<file path="src/rtl/calc_pkg.sv">
// Shared definitions for the calculator datapath: the token alphabet, the
// answer_token_emitter state encoding and the double-dabble nibble adjust.
package calc_pkg;

  // Keypad-style token width; digits 0-9 map to tokens 4'h0-4'h9.
  localparam int TOKEN_W = 4;

  // Non-digit tokens shared with the keypad number builder.
  localparam logic [TOKEN_W-1:0] TOK_MINUS = 4'hB;
  localparam logic [TOKEN_W-1:0] TOK_EQUAL = 4'hE;

  // Emitter control states.
  typedef enum logic [2:0] {
    ST_IDLE    = 3'd0,
    ST_CONVERT = 3'd1,
    ST_SIZE    = 3'd2,
    ST_SIGN    = 3'd3,
    ST_EMIT    = 3'd4,
    ST_DONE    = 3'd5
  } emit_state_e;

  // Double-dabble correction: a BCD nibble of 5 or more gets 3 added before
  // the shift, so it carries cleanly into the next decimal digit. The result
  // never exceeds 4'hC, so no carry leaves the nibble.
  function automatic logic [3:0] dabble_adjust(input logic [3:0] nib);
    return (nib >= 4'd5) ? (nib + 4'd3) : nib;
  endfunction

endpackage

</file>
<file path="src/rtl/answer_token_emitter_bin2bcd_seq.sv">
// bin2bcd_seq: iterative double-dabble core. load_i captures a binary value,
// clears the BCD register and arms a WIDTH-step counter; each step_i cycle
// performs one adjust-and-shift. finished_o is high once the counter is 0,
// and bcd_o then holds the decimal result until the next load or clear.
module bin2bcd_seq
  import calc_pkg::*;
#(
  parameter int WIDTH      = 32,
  parameter int MAX_DIGITS = 10
) (
  input  logic                    clk,
  input  logic                    reset_n,
  input  logic                    clear_i,
  input  logic                    load_i,
  input  logic [WIDTH-1:0]        bin_i,
  input  logic                    step_i,
  output logic [4*MAX_DIGITS-1:0] bcd_o,
  output logic                    finished_o
);

  localparam int BCD_W = 4 * MAX_DIGITS;
  localparam int CNT_W = $clog2(WIDTH + 1);

  logic [WIDTH-1:0] bin_q, bin_d;
  logic [BCD_W-1:0] bcd_q, bcd_d;
  logic [BCD_W-1:0] bcd_adj;
  logic [CNT_W-1:0] cnt_q, cnt_d;

  // Apply the add-3 correction to every BCD nibble ahead of the shift.
  always_comb begin
    // NOTE: every signal assigned in always_comb gets a default first, so a
    // path that skips an assignment cannot infer a latch.
    bcd_adj = bcd_q;
    for (int i = 0; i < MAX_DIGITS; i++) begin
      bcd_adj[4*i +: 4] = dabble_adjust(bcd_q[4*i +: 4]);
    end
  end

  // Next-state for the shift register pair and the step counter.
  always_comb begin
    bin_d = bin_q;
    bcd_d = bcd_q;
    cnt_d = cnt_q;
    if (load_i) begin
      bin_d = bin_i;
      bcd_d = '0;
      cnt_d = CNT_W'(WIDTH);
    end else if (step_i && (cnt_q != '0)) begin
      {bcd_d, bin_d} = {bcd_adj, bin_q} << 1;
      cnt_d          = cnt_q - CNT_W'(1);
    end
  end

  // Conversion registers; reset and clear both return the core to empty.
  always_ff @(posedge clk) begin
    // NOTE: sequential state uses non-blocking assignments so every flop
    // samples the pre-edge values and the ordering of statements is irrelevant.
    // The wide shift registers are ordinary flops (not a memory), so they are
    // cleared by the synchronous reset like the rest of the state.
    if (!reset_n || clear_i) begin
      bin_q <= '0;
      bcd_q <= '0;
      cnt_q <= '0;
    end else begin
      bin_q <= bin_d;
      bcd_q <= bcd_d;
      cnt_q <= cnt_d;
    end
  end

  assign bcd_o      = bcd_q;
  assign finished_o = (cnt_q == '0);

endmodule

</file>
<file path="src/rtl/answer_token_emitter.sv">
// answer_token_emitter: converts the calculator's binary answer to decimal
// with a sequential double-dabble, then streams the significant digits most
// significant first as keypad tokens over a valid/ready handshake.
// Optional feature macro: SIGNED_EN -- treat value as two's complement and
// emit TOK_MINUS ahead of the digits of a negative answer.
module answer_token_emitter
  import calc_pkg::*;
#(
  parameter int WIDTH      = 32,
  parameter int MAX_DIGITS = 10
) (
  input  logic               clk,
  input  logic               reset_n,
  input  logic               start,
  input  logic [WIDTH-1:0]   value,
  input  logic               clear,
  output logic               busy,
  output logic               token_valid,
  output logic [TOKEN_W-1:0] token,
  input  logic               token_ready,
  output logic [3:0]         digit_count,
  output logic               done
);

  localparam int BCD_W = 4 * MAX_DIGITS;
  localparam int PTR_W = (MAX_DIGITS > 1) ? $clog2(MAX_DIGITS) : 1;

  emit_state_e        state_q;
  logic [PTR_W-1:0]   ptr_q;
  logic               token_valid_q;
  logic [TOKEN_W-1:0] token_q;
  logic [3:0]         digit_count_q;
  logic               done_q;

  logic [WIDTH-1:0]   magnitude;
  logic               conv_load;
  logic               conv_step;
  logic               conv_finished;
  logic [BCD_W-1:0]   bcd;
  logic [3:0]         sig_digits;
  logic [PTR_W-1:0]   top_ptr;
  logic [3:0]         nib_top;
  logic [3:0]         nib_at_ptr;
  logic [3:0]         nib_below;
  logic               xfer;

`ifdef SIGNED_EN
  logic value_neg;
  logic sign_pending_q;

  // Negative answers are converted as their unsigned magnitude; the most
  // negative value wraps to itself, which reads correctly as unsigned.
  assign value_neg = value[WIDTH-1];
  assign magnitude = value_neg ? (WIDTH'(0) - value) : value;
`else
  assign magnitude = value;
`endif

  assign conv_load = (state_q == ST_IDLE) && start && !clear;
  assign conv_step = (state_q == ST_CONVERT);
  assign xfer      = token_valid_q && token_ready;

  bin2bcd_seq #(
    .WIDTH      (WIDTH),
    .MAX_DIGITS (MAX_DIGITS)
  ) u_bin2bcd (
    .clk        (clk),
    .reset_n    (reset_n),
    .clear_i    (clear),
    .load_i     (conv_load),
    .bin_i      (magnitude),
    .step_i     (conv_step),
    .bcd_o      (bcd),
    .finished_o (conv_finished)
  );

  // Leading-zero sizing: position of the highest nonzero BCD digit, at least 1.
  always_comb begin
    sig_digits = 4'd1;
    for (int i = 0; i < MAX_DIGITS; i++) begin
      if (bcd[4*i +: 4] != 4'd0) begin
        sig_digits = 4'(i + 1);
      end
    end
    top_ptr = PTR_W'(sig_digits - 4'd1);
  end

  // Digit selection for the top digit, the current pointer and the one below.
  always_comb begin
    nib_top    = 4'd0;
    nib_at_ptr = 4'd0;
    nib_below  = 4'd0;
    for (int i = 0; i < MAX_DIGITS; i++) begin
      if (PTR_W'(i) == top_ptr) begin
        nib_top = bcd[4*i +: 4];
      end
      if (PTR_W'(i) == ptr_q) begin
        nib_at_ptr = bcd[4*i +: 4];
      end
      if (PTR_W'(i) == (ptr_q - PTR_W'(1))) begin
        nib_below = bcd[4*i +: 4];
      end
    end
  end

  // Control FSM with registered handshake, sizing and completion outputs.
  always_ff @(posedge clk) begin
    if (!reset_n) begin
      state_q       <= ST_IDLE;
      ptr_q         <= '0;
      token_valid_q <= 1'b0;
      token_q       <= '0;
      digit_count_q <= 4'd0;
      done_q        <= 1'b0;
`ifdef SIGNED_EN
      sign_pending_q <= 1'b0;
`endif
    end else if (clear) begin
      // Abort: same as reset but the last digit count stays readable.
      state_q       <= ST_IDLE;
      ptr_q         <= '0;
      token_valid_q <= 1'b0;
      token_q       <= '0;
      done_q        <= 1'b0;
`ifdef SIGNED_EN
      sign_pending_q <= 1'b0;
`endif
    end else begin
      case (state_q)
        ST_IDLE: begin
          done_q <= 1'b0;
          if (start) begin
            state_q <= ST_CONVERT;
`ifdef SIGNED_EN
            sign_pending_q <= value_neg;
`endif
          end
        end

        ST_CONVERT: begin
          if (conv_finished) begin
            state_q <= ST_SIZE;
          end
        end

        ST_SIZE: begin
          ptr_q         <= top_ptr;
          token_valid_q <= 1'b1;
`ifdef SIGNED_EN
          if (sign_pending_q) begin
            digit_count_q <= sig_digits + 4'd1;
            token_q       <= TOK_MINUS;
            state_q       <= ST_SIGN;
          end else begin
            digit_count_q <= sig_digits;
            token_q       <= TOKEN_W'(nib_top);
            state_q       <= ST_EMIT;
          end
`else
          digit_count_q <= sig_digits;
          token_q       <= TOKEN_W'(nib_top);
          state_q       <= ST_EMIT;
`endif
        end

`ifdef SIGNED_EN
        ST_SIGN: begin
          // Minus sign accepted: present the leading digit without a bubble.
          if (xfer) begin
            sign_pending_q <= 1'b0;
            token_q        <= TOKEN_W'(nib_at_ptr);
            state_q        <= ST_EMIT;
          end
        end
`endif

        ST_EMIT: begin
          if (xfer) begin
            if (ptr_q == '0) begin
              token_valid_q <= 1'b0;
              token_q       <= '0;
              done_q        <= 1'b1;
              state_q       <= ST_DONE;
            end else begin
              ptr_q   <= ptr_q - PTR_W'(1);
              token_q <= TOKEN_W'(nib_below);
            end
          end
        end

        ST_DONE: begin
          done_q  <= 1'b0;
          state_q <= ST_IDLE;
        end

        default: begin
          state_q       <= ST_IDLE;
          token_valid_q <= 1'b0;
          token_q       <= '0;
          done_q        <= 1'b0;
        end
      endcase
    end
  end

  assign busy        = (state_q != ST_IDLE);
  assign token_valid = token_valid_q;
  assign token       = token_q;
  assign digit_count = digit_count_q;
  assign done        = done_q;

endmodule
</file>
<file path="config.mk">
export PLATFORM = sky130hd
export DESIGN_NAME = answer_token_emitter
export DESIGN_NICKNAME = d
export VERILOG_FILES = /design/src/rtl/calc_pkg.sv /design/src/rtl/answer_token_emitter_bin2bcd_seq.sv /design/src/rtl/answer_token_emitter.sv
export SDC_FILE = /design/constraint.sdc
export NUM_CORES = 1
export LEC_CHECK = 0
export BUFFER_PORTS_ARGS = -buffer_cell sky130_fd_sc_hd__buf_2
export CAP_MARGIN = 0
export CORE_MARGIN = 5
export CORE_UTILIZATION = 55
export DETAILED_ROUTE_END_ITERATION = 6
export PLACE_DENSITY = 0.89
export SKIP_LAST_GASP = 1
export SLEW_MARGIN = 10
export SYNTH_ARGS = -nofsm -noshare
export SYNTH_HDL_FRONTEND = slang
export SYNTH_SLANG_ARGS = --single-unit
</file>
<file path="constraint.sdc">
create_clock -name clk -period 3.2 [get_ports clk]
set_input_delay 0.16 -clock clk [delete_from_list [all_inputs] [get_ports clk]]
set_output_delay 0.16 -clock clk [all_outputs]
set_load 0.01 [all_outputs]
</file>
==> results of run 1 <==
## how the worst max path moves through the flow
stage / endpoint / slack, ps / depth (start not counted)
final: token[0]$_SDFFE_PP0P_ / 130 / 16
after global routing: token[3]$_SDFFE_PP0P_ / -20 / 16
after CTS: token[0]$_SDFFE_PP0P_ / 10 / 16
after detailed placement: token[0]$_SDFFE_PP0P_ / -50 / 15
after global placement: token[0]$_SDFFE_PP0P_ / 70 / 16
after floorplan: token[0]$_SDFFE_PP0P_ / 5 / 16
## layer usage
metal  wire, µm  track usage, %  up-vias
met1       6980            31.8     2881
met5          0               0        -
li1           -               -     2975
met4        621            11.4        0
met3       1270            5.66       54
met2       8040            42.3      257
## registers in the layout, summed over array words and instances, names as in the netlist
name / cells
u_bin2bcd.bcd_o: 40
u_bin2bcd.bin_q: 32
u_bin2bcd.cnt_q: 6
digit_count: 4
ptr_q: 4
token: 4
state_q: 3
done: 1
token_valid: 1
## placed cells by master, fill, tap and decap left out, drive strengths merged, types with 4 or more instances in the layout
cell,synthesis,final
a211o,6,6
a211oi,19,19
a21oi,83,83
a311oi,4,4
a31oi,4,4
and2,4,4
buf,20,100
clkbuf,41,9
dfxtp,95,95
ha,32,32
inv,32,35
mux2i,4,4
nand2,101,101
nand2b,19,19
nand3,19,19
nand3b,7,7
nor2,98,98
nor2b,8,8
nor3,41,41
nor3b,19,19
o21ai,53,53
o22ai,33,33
or2,4,4
or3b,4,4
xnor2,17,17
## repair_timing
| item | in CTS | in global routing |
|---|---|---|
| setup buffers | 0 | 0 |
| endpoints found under the setup margin | 2 | 4 |
| pin swaps | 1 | 7 |
| gates resized for setup | 3 | 34 |
## logic make-up after synthesis
logic type | count (synthesis) | synth area share (%)
simple gates | 333 | 26.4
compound gates | 241 | 24.8
flops | 95 | 31.6
buf+inv | 93 | 6.33
fa+ha+maj | 32 | 6.66
xor+xnor | 18 | 2.62
mux | 7 | 1.48
## power groups by stage
| stage | clock, W | sequential [W] | combinational [W] |
|---|---|---|---|
| after floorplan | 0 | 0.00123 | 0.0000915 |
| after global placement | 0 | 0.00124 | 0.000137 |
| after detailed placement | 0 | 0.00124 | 0.000141 |
| after CTS | 0.000853 | 0.00121 | 0.000143 |
| after global routing | 0.000898 | 0.00121 | 0.000161 |
| final | 0.000848 | 0.00121 | 0.000145 |
## metrics by stage
step	total power [W]	hold slack (ps)	TNS (ps)	setup WS [ps]	instance area [µm²]
2_1_floorplan	0.00132	293	0	4.74	6010
3_3_place_gp	0.00137	423	0	72.8	6590
3_5_place_dp	0.00138	424	-87.9	-48.8	6590
4_1_cts	0.00220	8.30	0	12.5	6800
5_1_grt	0.00227	2.67	-32.7	-21.0	6920
6_report	0.00220	22.3	0	132	6920
## layout make-up
cell class | count | share of cell area (%)
Clock buffer | 9 | 1.79
Clock inverter | 6 | 1.12
Inverter | 32 | 1.74
Multi-Input combinational cell | 631 | 55.7
Sequential cell | 95 | 27.5
Tap cell | 140 | 2.53
Timing Repair Buffer | 100 | 9.62
## worst min-delay path: stages
cell	delay, ps
buf_2	100
nand2_1	60
a21oi_1	50
==> metrics.txt, run 1 <==
Clock Power Share around 39%; Crit Path Max Fanout 10; Max-Cap Viols 0; slowest cell delay on critical path ~460 ps; Detailed Place HPWL around 12,000 µm; final cell count without fillers 1,013; Crit path max-delay family compound AO/OA/AOI/OAI gates; Reg area about 0.0019 mm²; nature of the critical path endpoint register; reg-to-reg slack, setup approximately 130 ps; Max-slew headroom about 46%; hold depth 3; Worst Hold Path EP u_bin2bcd.bin_q[0]$_SDFFE_PP0P_; Final #Nets about 940; actual slew at the worst max-slew pin about 820 ps; Core ar. approximately 0.011 mm²; Setup Viol. Count Final 0; leakage between 2 and 3 nW; Net Sw Power between 0.0005 and 0.0006 W; Mapped Nets just under 900; dpl cells roughly 1,000; Comb pwr share under 10%; Clock transition at path regs 100 ps; fin util between 60% and 70%; first-pass GRT wire length ~27,000 µm; Routed Antenna Nets 0; slowest stage cell, crit path mux4_2; Syn Area/Cell around 7.3 µm²; Setup Skew between 8 and 9 ps; status completed; GRT overflow 0; area leader, netlist dfxtp_1; origin of the critical flop-to-flop path u_bin2bcd.bcd_o[8]$_SDFFE_PP0P_; CP cell instances inv_1 > ha_1 > or3b_4 > o21ai_2 > a21oi_2 > o21ai_1 > a21oi_4 > inv_2 > ha_4 > buf_6 > nor2_1 > a211oi_2 > a21oi_1 > mux4_2 > o311ai_1 > a311oi_2; critical path data arrival time roughly 3300 ps; Total GRT Usage around a quarter; fmax between 300 and 400 MHz; Tightest Hold Check Type primary input to register; Buf/Inv on CP 3; CTS sink count 95; area delta synth->final 15.2%; CP required approximately 3500 ps; startpoint types register; post-synthesis cell area between 0.006 and 0.007 mm²; Synth top area share around a third; reg-to-reg endpoint token[0]$_SDFFE_PP0P_; RD Place Congestion about 1; Ant. Diodes 0; Initial Util between 50% and 60%; R2R cell count 16; row cnt 38; Initial DRC Count around 670; Synth Register Bits 95; fillers 900; Synth Flop Type dfxtp_1; Final Cycle Share 95.9%; CTS root buf clkbuf_8; sequential area share after synthesis between 30% and 40%; I/O Pins 48; Sw Ratio roughly a quarter; Routed Wire Length 16,900 µm; H-tree depth 3; Worst Setup SP u_bin2bcd.bcd_o[8]$_SDFFE_PP0P_; leading cell type by number of instances after synthesis nand2_1; vias in the first global route 5,701; Yosys warnings 0; EDFF count, synth 0; die area 0.0131 mm²; Synth cell types between 60 and 70; cts bufs inserted 9; number of vias per cell roughly 6.1; initial antenna violation count 0; Int Pwr ~0.0016 W; Wirelength per Cell approximately 17 µm; register share of total power 54.9%; drc violations 0; Die Span Y between 100 and 150 µm; Pwr Density 318 mW/mm²; via count 6,167; Crit Path Class register to register; CTS Hold Bufs 0; fin. max-slew vios 0; ys async rst share 0%; worst skew pair latency 390 ps; Worst Min Path Start value[0]; CTS tree built; Synth Instances around 800; largest net degree at the start of global routing 46; width of the die around 110 µm; min cycle time layout just over 3000 ps; Longest Clk Path Bufs 2; largest cells by area after synthesis dfxtp_1, a21oi_1, ha_1; most frequent cells after synthesis nand2_1, nor2_1, dfxtp_1; worst vdd ir 0.434 mV; Buffers on Ports between 40 and 50; fraction of layout cells with a size suffix above 1 between 10% and 20%; Pre-Repair DR Iteration Count 6; multi-input gate area in the final layout between 0.003 and 0.004 mm²; final hold vios 0
Power figures use the tool's default switching activity.
==> run 2, diff against run 1 <==
- CELL_PAD_IN_SITES_DETAIL_PLACEMENT: not set -> 1
- CELL_PAD_IN_SITES_GLOBAL_PLACEMENT: not set -> 2
- CORE_UTILIZATION: 55 -> 38
- PLACE_DENSITY: 0.89 -> 0.95
- clock period: 3.2 -> 3.8 ns (I/O delays scaled with it)
==> run 2 against run 1 <==
Net effect: critical path depth did not move; global-route usage fell by 5.3 points; maximum frequency fell by 13%; register-to-register slack improved by 150 ps; sequential power fell by 16%; clock skew fell by 1.5 ps; clock-buffer cell count rose by 1; design area fell by 3.3%; routed wire length rose by 6.9%; setup slack improved by 150 ps; sequential share of layout area rose by 0.92 points.
==> metrics.txt, run 2 (synthesis gave the netlist of run 1 again) <==
Crit Path Class register to register; first-pass GRT wire length ~30,000 µm; worst vdd ir 0.222 mV; Final #Nets ~900; Setup Skew 7.13 ps; leakage around 2.4 nW; Die Span Y around 140 µm; Ant. Diodes 0; slowest cell delay on critical path roughly 460 ps; Core ar. ~0.016 mm²; Pwr Density roughly 320 mW/mm²; commonest non-fill, non-tap cell in the layout nand2_1; Initial DRC Count approximately 400; worst skew pair latency 350 ps; Clock transition at path regs around 70 ps; Routed Antenna Nets 0; CTS sink count 95; final hold vios 0; RSZ-0062 raised after global routing no; Buf/Inv on CP 2; Pre-Repair DR Iteration Count 5; max reg flops 40; TNS Setup 0 ps; Final Cycle Share 92.5%; largest net degree at the start of global routing 46; number of vias per cell around 5.5; actual slew at the worst max-slew pin ~980 ps; via count 5,824; fraction of layout cells with a size suffix above 1 between 10% and 20%; critical path data arrival time 3760 ps; cell area after placement approximately 0.0064 mm²; nature of the critical path endpoint register; CTS tree built; GRT overflow 0; Detailed Place HPWL roughly 13,000 µm; Buffers on Ports 47; Crit path max-delay family compound AO/OA/AOI/OAI gates; area delta synth->final 11.4%; Routed Wire Length roughly 18,000 µm; setup bufs post-CTS 0; vias in the first global route 5,952; CP cell instances inv_1 > ha_1 > or3b_2 > o21ai_0 > a21oi_1 > o21ai_0 > a21oi_2 > inv_1 > ha_2 > nor2b_1 > a221oi_1 > a2111oi_0 > a2111oi_0 > a221o_1 > o211a_1 > o21ai_2; I/O Pins 48; Longest Clk Path Bufs 2; cts bufs inserted 9; Crit Path Max Fanout 9; CTS Hold Bufs 0; fin. max-slew vios 0; RD Place Congestion 0.897; drc violations 0; total power roughly 0.0021 W; Max-Cap Viols 0; CP required between 4000 and 5000 ps; initial antenna violation count 0; Max-slew headroom roughly 35%; row cnt between 40 and 50; Initial Util a little under two fifths; CTS root buf clkbuf_16; width of the die approximately 140 µm; Reg area 0.00190 mm²; H-tree depth 3; slowest stage cell, crit path or3b_2; startpoint types register; fmax 284 MHz; status completed; Tightest Hold Check Type primary input to register; Total GRT Usage 20.2%; fillers about 2,000; post-route cell area approximately 0.0067 mm²; min cycle time layout 3520 ps; multi-input gate area in the final layout roughly 0.0037 mm²; Wirelength per Cell around 17 µm; die area 0.0184 mm²; most frequent cells in the layout nand2_1, nor2_1, dfxtp_1, a21oi_1, o21ai_0; Setup Viol. Count Final 0
[run 2: changes by cell type in the layout (fill, tap and decap cells not counted), sizes merged]
| cell | before | now |
|---|---|---|
| clkinv | 1 | 0 |
| clkbuf | 9 | 10 |
| clkinvlp | 1 | 0 |
| inv | 35 | 37 |
| buf | 100 | 61 |
[run 2: worst paths after layout]
path                                    start                         endpoint  slack [ps]  cells after the start
min reg2reg  u_bin2bcd.bin_q[31]$_SDFFE_PP0P_  u_bin2bcd.bcd_o[0]$_SDFFE_PP0P_         470                      2
max reg2reg   u_bin2bcd.bcd_o[8]$_SDFFE_PP0P_            token[3]$_SDFFE_PP0P_         280                     16
max           u_bin2bcd.bcd_o[8]$_SDFFE_PP0P_            token[3]$_SDFFE_PP0P_         280                     16
min                                  value[0]  u_bin2bcd.bin_q[0]$_SDFFE_PP0P_          90                      3
[run 2: final cells by class]
| type | count | area share (%) |
|---|---|---|
| Timing Repair Buffer | 61 | 5.14 |
| Tap cell | 216 | 4.04 |
| Sequential cell | 95 | 28.4 |
| Inverter | 32 | 1.79 |
| Clock buffer | 10 | 3.57 |
| Clock inverter | 6 | 1.18 |
| Multi-Input combinational cell | 631 | 55.9 |
[run 2: where the power goes]
part | switching [W] | total (W) | leakage (nW) | internal, W
registers | 0.00000943 | 0.00102 | 0.768 | 0.00101
clock network | 0.000438 | 0.000983 | 0.158 | 0.000545
logic | 0.0000741 | 0.000120 | 1.52 | 0.0000456
[run 2: worst reg2reg max path: stages (launching register included)]
cell and delay, ps:
dfxtp_1 370, inv_1 100, ha_1 200, or3b_2 460, o21ai_0 170, a21oi_1 90, o21ai_0 240, a21oi_2 150
inv_1 120, ha_2 280, nor2b_1 70, a221oi_1 310, a2111oi_0 120, a2111oi_0 370, a221o_1 170, o211a_1 150
o21ai_2 50
[run 2: timing repair]
action,CTS,global route
endpoints found under the setup margin,0,2
hold endpoints to repair,0,0
resized for setup,0,5
[run 2: metal layers]
| layer | routed length, µm | global-route usage [%] | vias to the layer above |
|---|---|---|---|
| met1 | 8370 | 26.0 | 2833 |
| met3 | 559 | 3.34 | 18 |
| li1 | - | - | 2897 |
| met5 | 0 | 0 | - |
| met2 | 8840 | 35.0 | 76 |
| met4 | 313 | 5.71 | 0 |
[run 2: per-stage QoR]
stage | setup WS [ps] | utilization [%] | std cells | hold slack [ps]
6_report | 284 | 42.6 | 1051 | 93.7
5_1_grt | 1.39 | 42.6 | 1051 | 99.1
4_1_cts | 114 | 42.5 | 1051 | 91.9
3_5_place_dp | 139 | 40.5 | 1035 | 468
3_3_place_gp | 268 | 40.5 | 1035 | 461
2_1_floorplan | 536 | - | 819 | 323
